$ cat config.mk
export PLATFORM = sky130hd
export DESIGN_NAME = fp_addsub_seq
export DESIGN_NICKNAME = d
export VERILOG_FILES = /design/src/rtl/fp_addsub_seq.sv
export SDC_FILE = /design/constraint.sdc
export NUM_CORES = 1
export LEC_CHECK = 0
export ABC_AREA = 1
export CAP_MARGIN = 25
export CORE_MARGIN = 1.5
export CORE_UTILIZATION = 40
export DETAILED_ROUTE_END_ITERATION = 10
export GPL_ROUTABILITY_DRIVEN = 0
export PLACE_DENSITY = 0.67
export SLEW_MARGIN = 10
export SYNTH_ARGS = -nofsm -noshare
export SYNTH_HDL_FRONTEND = slang
export SYNTH_SLANG_ARGS = --single-unit
$ cat constraint.sdc
create_clock -name clk -period 32 [get_ports clk]
set_input_delay 6.4 -clock clk [delete_from_list [all_inputs] [get_ports clk]]
set_output_delay 6.4 -clock clk [all_outputs]
set_load 0.03 [all_outputs]
$ cat src/rtl/fp_addsub_seq.sv
// rtl/fp_addsub_seq.sv - multi-cycle IEEE-754-style floating-point adder/subtractor
//
// Purpose: adds or subtracts two {sign, exp, frac} operands through a six-state
// FSM (IDLE, ALIGN, ADD, NORM, ROUND, DONE). Rounding is round-to-nearest-even.
// Subnormal inputs and results are flushed to signed zero. NaN and Inf operands
// are resolved in ALIGN and then take the same path length as ordinary operands.
//
// Ports:
//   clk        rising-edge clock
//   reset      synchronous, active-high; discards any in-flight operation
//   in_valid   operands and op presented
//   in_ready   high only in IDLE
//   op         0: x+y, 1: x-y
//   x, y       operands, W = 1+EXP_W+MAN_W bits
//   out_valid  result and flags valid (DONE)
//   out_ready  consumer accepts the result
//   result     sum or difference
//   flags      {nv, of, uf, nx}
module fp_addsub_seq #(
  parameter int EXP_W = 8,
  parameter int MAN_W = 23
) (
  input  logic                   clk,
  input  logic                   reset,
  input  logic                   in_valid,
  output logic                   in_ready,
  input  logic                   op,
  input  logic [EXP_W+MAN_W:0]   x,
  input  logic [EXP_W+MAN_W:0]   y,
  output logic                   out_valid,
  input  logic                   out_ready,
  output logic [EXP_W+MAN_W:0]   result,
  output logic [3:0]             flags
);

  localparam int W   = 1 + EXP_W + MAN_W;
  // Working significand: {carry, hidden, frac, G, R, S}
  localparam int F   = MAN_W + 5;
  // Signed exponent width, enough headroom for +1 and for -lzc
  localparam int EW  = EXP_W + 2;
  localparam int LZW = $clog2(F);
  localparam logic [EW-1:0] EXP_INF = EW'((1 << EXP_W) - 1);

  localparam logic [2:0] S_IDLE  = 3'd0;
  localparam logic [2:0] S_ALIGN = 3'd1;
  localparam logic [2:0] S_ADD   = 3'd2;
  localparam logic [2:0] S_NORM  = 3'd3;
  localparam logic [2:0] S_ROUND = 3'd4;
  localparam logic [2:0] S_DONE  = 3'd5;

  logic [2:0]    state;
  logic [W-1:0]  x_q;
  logic [W-1:0]  y_q;

  // Values carried between stages
  logic          a_sign_q;
  logic          b_sign_q;
  logic [EW-1:0] exp_q;
  logic [F-1:0]  ma_q;
  logic [F-1:0]  mb_q;
  logic          spec_q;
  logic [W-1:0]  spec_res_q;
  logic [3:0]    spec_flags_q;
  logic [F-1:0]  sum_q;
  logic          sign_q;
  logic [F-2:0]  norm_q;
  logic          zero_q;

  assign in_ready = (state == S_IDLE);

  // ---------------------------------------------------------------- ALIGN
  logic             xs, ys;
  logic [EXP_W-1:0] xe, ye;
  logic [MAN_W-1:0] xf, yf;
  logic             x_zero, y_zero, x_inf, y_inf, x_nan, y_nan;
  logic [W-2:0]     x_mag, y_mag;
  logic             swap;
  logic             a_s, b_s;
  logic [EXP_W-1:0] a_e, b_e;
  logic [MAN_W-1:0] a_f, b_f;
  logic             a_z, b_z;
  logic [F-1:0]     a_sig, b_sig, b_sh, b_al;
  logic [EXP_W-1:0] d;
  logic             lost;
  logic             sp_nan, sp_inf;
  logic [W-1:0]     sp_res;

  always_comb begin
    xs = x_q[W-1];
    xe = x_q[W-2:MAN_W];
    xf = x_q[MAN_W-1:0];
    ys = y_q[W-1];
    ye = y_q[W-2:MAN_W];
    yf = y_q[MAN_W-1:0];

    // A zero exponent field (zero or subnormal) is treated as signed zero
    x_zero = (xe == '0);
    y_zero = (ye == '0);
    x_inf  = (xe == '1) && (xf == '0);
    y_inf  = (ye == '1) && (yf == '0);
    x_nan  = (xe == '1) && (xf != '0);
    y_nan  = (ye == '1) && (yf != '0);

    x_mag = x_zero ? '0 : x_q[W-2:0];
    y_mag = y_zero ? '0 : y_q[W-2:0];
    swap  = (y_mag > x_mag);

    a_s = swap ? ys : xs;
    b_s = swap ? xs : ys;
    a_e = swap ? ye : xe;
    b_e = swap ? xe : ye;
    a_f = swap ? yf : xf;
    b_f = swap ? xf : yf;
    a_z = swap ? y_zero : x_zero;
    b_z = swap ? x_zero : y_zero;

    a_sig = a_z ? '0 : {2'b01, a_f, 3'b000};
    b_sig = b_z ? '0 : {2'b01, b_f, 3'b000};

    d    = a_e - b_e;
    b_sh = '0;
    lost = 1'b0;
    if (32'(d) > 32'(MAN_W + 3)) begin
      // Every significant bit of b falls below S
      b_al = {{(F-1){1'b0}}, |b_sig};
    end else begin
      b_sh = b_sig >> d;
      lost = |(b_sig & ~({F{1'b1}} << d));
      b_al = {b_sh[F-1:1], b_sh[0] | lost};
    end

    // y's sign already carries op, so Inf - Inf shows up as opposite signs here
    sp_nan = x_nan | y_nan | (x_inf & y_inf & (xs != ys));
    sp_inf = x_inf | y_inf;
    if (sp_nan)
      sp_res = {1'b0, {EXP_W{1'b1}}, 1'b1, {(MAN_W-1){1'b0}}};
    else
      sp_res = {(x_inf ? xs : ys), {EXP_W{1'b1}}, {MAN_W{1'b0}}};
  end

  // ---------------------------------------------------------------- ADD
  logic [F-1:0] sum_c;

  always_comb begin
    if (a_sign_q ^ b_sign_q)
      sum_c = ma_q - mb_q;
    else
      sum_c = ma_q + mb_q;
  end

  // ---------------------------------------------------------------- NORM
  logic [LZW-1:0] lz;
  logic           lz_found;
  logic [F-2:0]   norm_c;
  logic [EW-1:0]  nexp_c;

  always_comb begin
    lz       = '0;
    lz_found = 1'b0;
    for (int i = F - 2; i >= 0; i--) begin
      if (!lz_found) begin
        if (sum_q[i])
          lz_found = 1'b1;
        else
          lz = lz + LZW'(1);
      end
    end

    if (sum_q[F-1]) begin
      // Carry out: shift right one, folding the dropped bit into sticky
      norm_c = {sum_q[F-1:2], sum_q[1] | sum_q[0]};
      nexp_c = exp_q + EW'(1);
    end else begin
      norm_c = sum_q[F-2:0] << lz;
      nexp_c = exp_q - EW'(lz);
    end
  end

  // ---------------------------------------------------------------- ROUND
  logic             rg, rr, rs, rl, rup, rnx;
  logic [MAN_W+1:0] mant;
  logic [EW-1:0]    rexp;
  logic [MAN_W-1:0] rfrac;
  logic             r_of, r_uf;
  logic [W-1:0]     res_c;
  logic [3:0]       flags_c;

  always_comb begin
    rl  = norm_q[3];
    rg  = norm_q[2];
    rr  = norm_q[1];
    rs  = norm_q[0];
    rnx = rg | rr | rs;
    rup = rg & (rr | rs | rl);

    mant  = {1'b0, norm_q[F-2:3]} + {{(MAN_W+1){1'b0}}, rup};
    // Rounding carry (1.11..1 + ulp) becomes 10.00..0: re-normalise
    rexp  = exp_q + {{(EW-1){1'b0}}, mant[MAN_W+1]};
    rfrac = mant[MAN_W+1] ? mant[MAN_W:1] : mant[MAN_W-1:0];

    r_of = !rexp[EW-1] && (rexp >= EXP_INF);
    r_uf = rexp[EW-1] || (rexp == '0);

    if (spec_q) begin
      res_c   = spec_res_q;
      flags_c = spec_flags_q;
    end else if (zero_q) begin
      res_c   = {sign_q, {(W-1){1'b0}}};
      flags_c = 4'b0000;
    end else if (r_of) begin
      res_c   = {sign_q, {EXP_W{1'b1}}, {MAN_W{1'b0}}};
      flags_c = 4'b0101;
    end else if (r_uf) begin
      res_c   = {sign_q, {(W-1){1'b0}}};
      flags_c = 4'b0011;
    end else begin
      res_c   = {sign_q, rexp[EXP_W-1:0], rfrac};
      flags_c = {3'b000, rnx};
    end
  end

  // ---------------------------------------------------------------- FSM
  always_ff @(posedge clk) begin
    if (reset) begin
      state        <= S_IDLE;
      x_q          <= '0;
      y_q          <= '0;
      a_sign_q     <= 1'b0;
      b_sign_q     <= 1'b0;
      exp_q        <= '0;
      ma_q         <= '0;
      mb_q         <= '0;
      spec_q       <= 1'b0;
      spec_res_q   <= '0;
      spec_flags_q <= '0;
      sum_q        <= '0;
      sign_q       <= 1'b0;
      norm_q       <= '0;
      zero_q       <= 1'b0;
      result       <= '0;
      flags        <= '0;
      out_valid    <= 1'b0;
    end else begin
      case (state)
        S_IDLE: begin
          if (in_valid) begin
            x_q   <= x;
            y_q   <= {y[W-1] ^ op, y[W-2:0]};
            state <= S_ALIGN;
          end
        end
        S_ALIGN: begin
          a_sign_q     <= a_s;
          b_sign_q     <= b_s;
          exp_q        <= {2'b00, a_e};
          ma_q         <= a_sig;
          mb_q         <= b_al;
          spec_q       <= sp_nan | sp_inf;
          spec_res_q   <= sp_res;
          spec_flags_q <= {sp_nan, 3'b000};
          state        <= S_ADD;
        end
        S_ADD: begin
          sum_q  <= sum_c;
          // An exact zero is +0 unless both addends were negative
          sign_q <= (sum_c == '0) ? (a_sign_q & b_sign_q) : a_sign_q;
          state  <= S_NORM;
        end
        S_NORM: begin
          norm_q <= norm_c;
          exp_q  <= nexp_c;
          zero_q <= (sum_q == '0);
          state  <= S_ROUND;
        end
        S_ROUND: begin
          result    <= res_c;
          flags     <= flags_c;
          out_valid <= 1'b1;
          state     <= S_DONE;
        end
        S_DONE: begin
          if (out_ready) begin
            out_valid <= 1'b0;
            state     <= S_IDLE;
          end
        end
        default: begin
          out_valid <= 1'b0;
          state     <= S_IDLE;
        end
      endcase
    end
  end

endmodule

Word level (Yosys, flattened, before mapping)
Cells that the tools add are included.

Add/subtract/negate cells: 33. Order comparisons: 3. Equality and inequality tests: 10. Shift operators: 3. Mux-type cells: 138. Bitwise operators: 19. Reduce and logical (&&, ||, !) cells: 24.

Operators with widths (count): 5-bit two-way mux (52); 31-bit two-way mux (5); 5-bit by 1-bit adder with 5-bit output, second input constant (26); 27-bit two-way mux (3); 23-bit two-way mux (3); 32-bit two-way mux (2); 1-bit two-way mux (59); 28-bit zero test (2); 28-bit two-way mux (2); 28-bit OR reduction (2); 23-bit zero test (2); 23-bit nonzero test (2); 31-bit greater-than comparator (1); 28-bit adder (1); 27-bit by 28-bit AND with 28-bit output (1); 28-bit NOT (1); 28-bit by 8-bit << shifter with 28-bit output, first input constant (1); 27-bit by 8-bit right shift with 28-bit output (1); 28-bit subtractor (1); 27-bit by 5-bit << shifter with 27-bit output (1); 24-bit by 1-bit adder with 25-bit output (1); 10-bit one-hot mux with 2 select lines (1); 3-bit one-hot mux with 6 select lines (1); 8-bit == test, second input constant (2); 30 further kinds (57).

Register bits after elaboration: 263. Input bits: 69. Output and inout port bits: 38. Logic and storage cells: 248.

Longest topological paths before layout
Depth in word-level cells: 82. Mapped depth: 111. Depth with buffers taken out: 110.

Worst setup path before layout
Ideal clock, no wire load.

Path type: flip-flop to flip-flop. From: register sum_q[25]. To: register exp_q[9]. Setup time: 0.132 ns. Arrival: 15.481 ns. Data required time: 31.868 ns. Slack: 16.387 ns. Cell stages (with the launch flop): 112. Path buffers: 2. Clock period less this slack: 15.613 ns. Path through: dfxtp_1 -> inv_1 -> a21oi_1 -> ha_1 -> nor2_1 -> nor2_1 -> ha_1 -> nor2_1 -> a21oi_1 -> o21ai_0 -> inv_1 -> ha_1 -> o21ai_0 -> inv_1 -> ha_1 -> or2_2 -> nand2_1 -> inv_1 -> [... 76 more ...] -> ha_1 -> nand3_1 -> and2_1 -> or2_2 -> nand2_1 -> a21oi_1 -> nor2_1 -> nor2_1 -> o21ai_0 -> inv_1 -> nor2_1 -> nor2_1 -> nor2_1 -> nor2_1 -> xnor2_1 -> a21oi_1 -> o21ai_1 -> a21oi_1.

Word-level cells in the longest chain between the ends: 80. Elaborated cells between the ends (all ways): 106. Those cells by class: add/sub: 26; mux: 80.

Ends and longest elaborated chain: start, declared (line 64) `logic [F-1:0] sum_q;`; start signal, assigned (line 264) `sum_q <= sum_c;`; 5-bit two-way mux (line 162) `if (sum_q[i])`; 5-bit two-way mux (line 161) `if (!lz_found) begin`; 5-bit by 1-bit adder with 5-bit output (line 165) `lz = lz + LZW'(1);`; 5-bit two-way mux (line 162); 5-bit two-way mux (line 161); 5-bit by 1-bit adder with 5-bit output (line 165); 5-bit two-way mux (line 162); 5-bit two-way mux (line 161); [... 64 more ...]; 5-bit two-way mux (line 162); 5-bit two-way mux (line 161); 5-bit by 1-bit adder with 5-bit output (line 165); 5-bit two-way mux (line 162); 5-bit two-way mux (*) (line 161); 10-bit by 5-bit subtractor with 10-bit output (*) (line 175) `nexp_c = exp_q - EW'(lz);`; 10-bit two-way mux (*) (line 169) `if (sum_q[F-1]) begin`; 10-bit one-hot mux with 2 select lines (*) (line 244) `case (state)`; end signal, assigned (line 255) `exp_q <= {2'b00, a_e};`; end signal, assigned (line 271) `exp_q <= nexp_c;`; end, declared (line 58) `logic [EW-1:0] exp_q;`.

Every way passes the cells marked *; elsewhere a longest branch is shown, timed or not. A chain may end at the register's enable or synchronous reset.

Worst setup path in the final report
Same ends and word-level chain as after synthesis.

==> impl_metrics.toml <==
[run_status]
run_status = "complete, no violations"

[global_routing]
groute.layer.met1.usage_pct = 31.1
global_route.usage.total_pct = 23.6
grt_antenna_before_repair = 0
globalRoute.busiestLayer = "met2"
met2_global_route_usage_pct = 39.9
grt_pass1_wl_um = 92100
global_route.overflow_total = 0
grt_max_degree = 124
vias_in_the_first_global_route = 18185
met3_track_demand_over_resource_pct = 2.64

[timing]
final_min_period_over_clock_period_pct = 53.6
endpoints_failing_hold = 0
rsz0062_at_grt = "false"
fmax_mhz = 58.3
setup_viol_count_final = 0
fin_setup_tns_ns = 0
finalMaxSlewViolations = 0
fin_worst_skew_ns = 0.0142
tightest_slew_ns = 1.00
layout_min_cycle_time_ns = 17.15
final.setup.worst_slack_ns = 14.85
max_slew_margin_pct = 33.0

[cts]
clock_tree.buffer_depth = 3
postCtsResizedCells = 0
ctsHoldBuffers = 0
cts_sinks = 228
clock_slew_at_reported_path_ffs_ns = 0.07
htree_num_levels = 1
postCtsSetupRepairBufs = 0
clk_tree_root_cell = "clkbuf_16"
clkLatencyLatePin_ns = 0.57
cts_tree = "done"
total_clock_buffers_created_by_cts = 28

[worst_setup_path]
critical_path.n_buffers_inverters = 17
endpoint_kind = "flop"
worst_ep_arrival_time_ns = 17.59
path_common_cell = "ha_1"
crit_slowest_cell = "dfxtp_1"
critical_path.max_fanout = 35
worst_ep_required_time_ns = 32.44
r2r_slack_ns = 14.85
path_delay_family = "adder cells"
timing.reg2reg.worst_path_depth = 109
critPathKind = "flop to flop"
start_kind = "flop"
critPathMaxStageDelay_ns = 0.37
r2r-end = "exp_q[9]"
worstReg2RegStart = "sum_q[25]"

[cells_and_area]
area_overhead_vs_synth_pct = 12.6
multi_input_logic_area_mm2 = 0.0118
n_antenna_cell = 0
drive_gt1_share_pct = 4.95
layout.cells.most_common = "nand2_1"
final.fill_count = 4776
area.sequential_mm2 = 0.00456
fin_nets = 3178
mostFrequentLayoutCells = "654 x nand2_1, 367 x inv_1, 321 x a21oi_1"

[synthesis]
synth_edf_count = 0
netlist_area_mm2 = 0.0184
synth.avg_cell_area_um2 = 6.13
postSynthCellCount = 2998
ys_ff_latch = 228
synth_cell_type_count = 61
yosys_warnings = 0
share_of_synthesized_registers_carrying_an_async_set_or_reset_pct = 0
synth_flop_cell = "dfxtp_1"
yosysSeqAreaShare_pct = 24.8
synth_fp_nets = 3165

[route]
route.detailed.wl_per_inst_um = 15.6
detail_route.first_pass.iterations = 8
residual_antenna_violating_net_count_after_detailed_routing = 0
vias = 19728
drt_iter0_markers = 1646
postRouteWirelength_um = 56600
route.detailed.vias_per_inst = 5.43
detail_route.drc_violations = 0

[floorplanning]
dieHeight_um = 217
core-area_mm2 = 0.0454
initial_utilization_pct = 40.5
io_pins = 107
fp.dieArea_mm2 = 0.0473
row_count = 78
die-width_um = 217

[flow_run]
max_cap_viols = 0

[worst_hold_path]
timing.hold.worst.class = "flop to flop"
hold-path-endpoint = "result[9]"
worst_hold_path.num_cells = 2
worst_hold_startpoint = "result[9]"

[placed_design]
dp_hpwl_um = 44100
pre_cts_slack_ns = 14.95
portbufs = 106
## kinds of logic after synthesis
family / share of synthesized area, %
AND/OR/NAND/NOR: 30.0
flip-flops: 24.8
multiplexers: 0.109
adder cells (fa/ha/maj): 6.71
buffers and inverters: 11.3
AO/OA/AOI/OAI: 23.1
XOR/XNOR: 3.95
## cell type report
class,instances,share of cell area [%]
Multi-Input combinational cell,2230,56.8
Timing Repair Buffer,124,5.88
Tap cell,600,3.63
Sequential cell,228,22.1
Inverter,399,7.26
Clock inverter,12,0.459
Clock buffer,39,3.88
## per-stage QoR
stage | utilization (%) | area [µm²] | cells | hold WS (ns)
5_1_grt | 45.6 | 20700 | 3632 | 0.480
2_1_floorplan | - | 18400 | 2998 | 0.442
4_1_cts | 45.5 | 20700 | 3631 | 0.464
3_3_place_gp | 43.5 | 19800 | 3579 | 0.453
6_report | 45.6 | 20700 | 3632 | 0.464
3_5_place_dp | 43.6 | 19800 | 3580 | 0.455
## Yosys cell counts (35+ instances only)
master    count  share of area, %
clkbuf_1    115               2.3
a21oi_1     321               8.7
xor2_1       61               2.9
nand2_1     656                13
nand4_1      35               1.2
nand3_1     160               4.4
ha_1         97               6.6
o21ai_0     316               8.6
nor3_1       35              0.95
nor2_1      285               5.8
dfxtp_1     228                25
inv_1       368               7.5
## worst max-delay path by stage
stage | startpoint | endpoint | slack (ns) | depth (start not counted)
final | sum_q[25] | exp_q[9] | 14.85 | 109
after global routing | sum_q[25] | exp_q[9] | 13.43 | 109
after CTS | sum_q[25] | exp_q[9] | 14.88 | 109
after detailed placement | sum_q[25] | exp_q[9] | 14.95 | 109
after global placement | sum_q[25] | exp_q[9] | 15.48 | 109
after floorplan | sum_q[25] | exp_q[9] | 16.39 | 111
## per-layer routing
layer | routed length (µm) | vias up
met2 | 26200 | 662
met4 | 1800 | 0
met5 | 0 | -
met1 | 25300 | 9015
met3 | 3300 | 115
li1 | - | 9936
## worst register-to-register path: cells and delay by family (launching register included)
| kind | cells | cell delay (ns) |
|---|---|---|
| buffers and inverters | 17 | 1.06 |
| XOR/XNOR | 1 | 0.17 |
| flip-flops | 1 | 0.37 |
| AO/OA/AOI/OAI | 25 | 3.55 |
| adder cells (fa/ha/maj) | 26 | 7.24 |
| AND/OR/NAND/NOR | 40 | 4.65 |
## flip-flops by register name, summed over array words and instances (netlist names)
name	count
spec_q	1
x_q	32
a_sign_q	1
state	3
zero_q	1
flags	4
sum_q	28
mb_q	27
b_sign_q	1
y_q	32
norm_q	27
exp_q	10
ma_q	24
out_valid	1
sign_q	1
spec_res_q	3
result	32
Power is left out: the tool's default activity adds up to more than one toggle a clock period on the data nets, which glitch-free logic cannot reach.
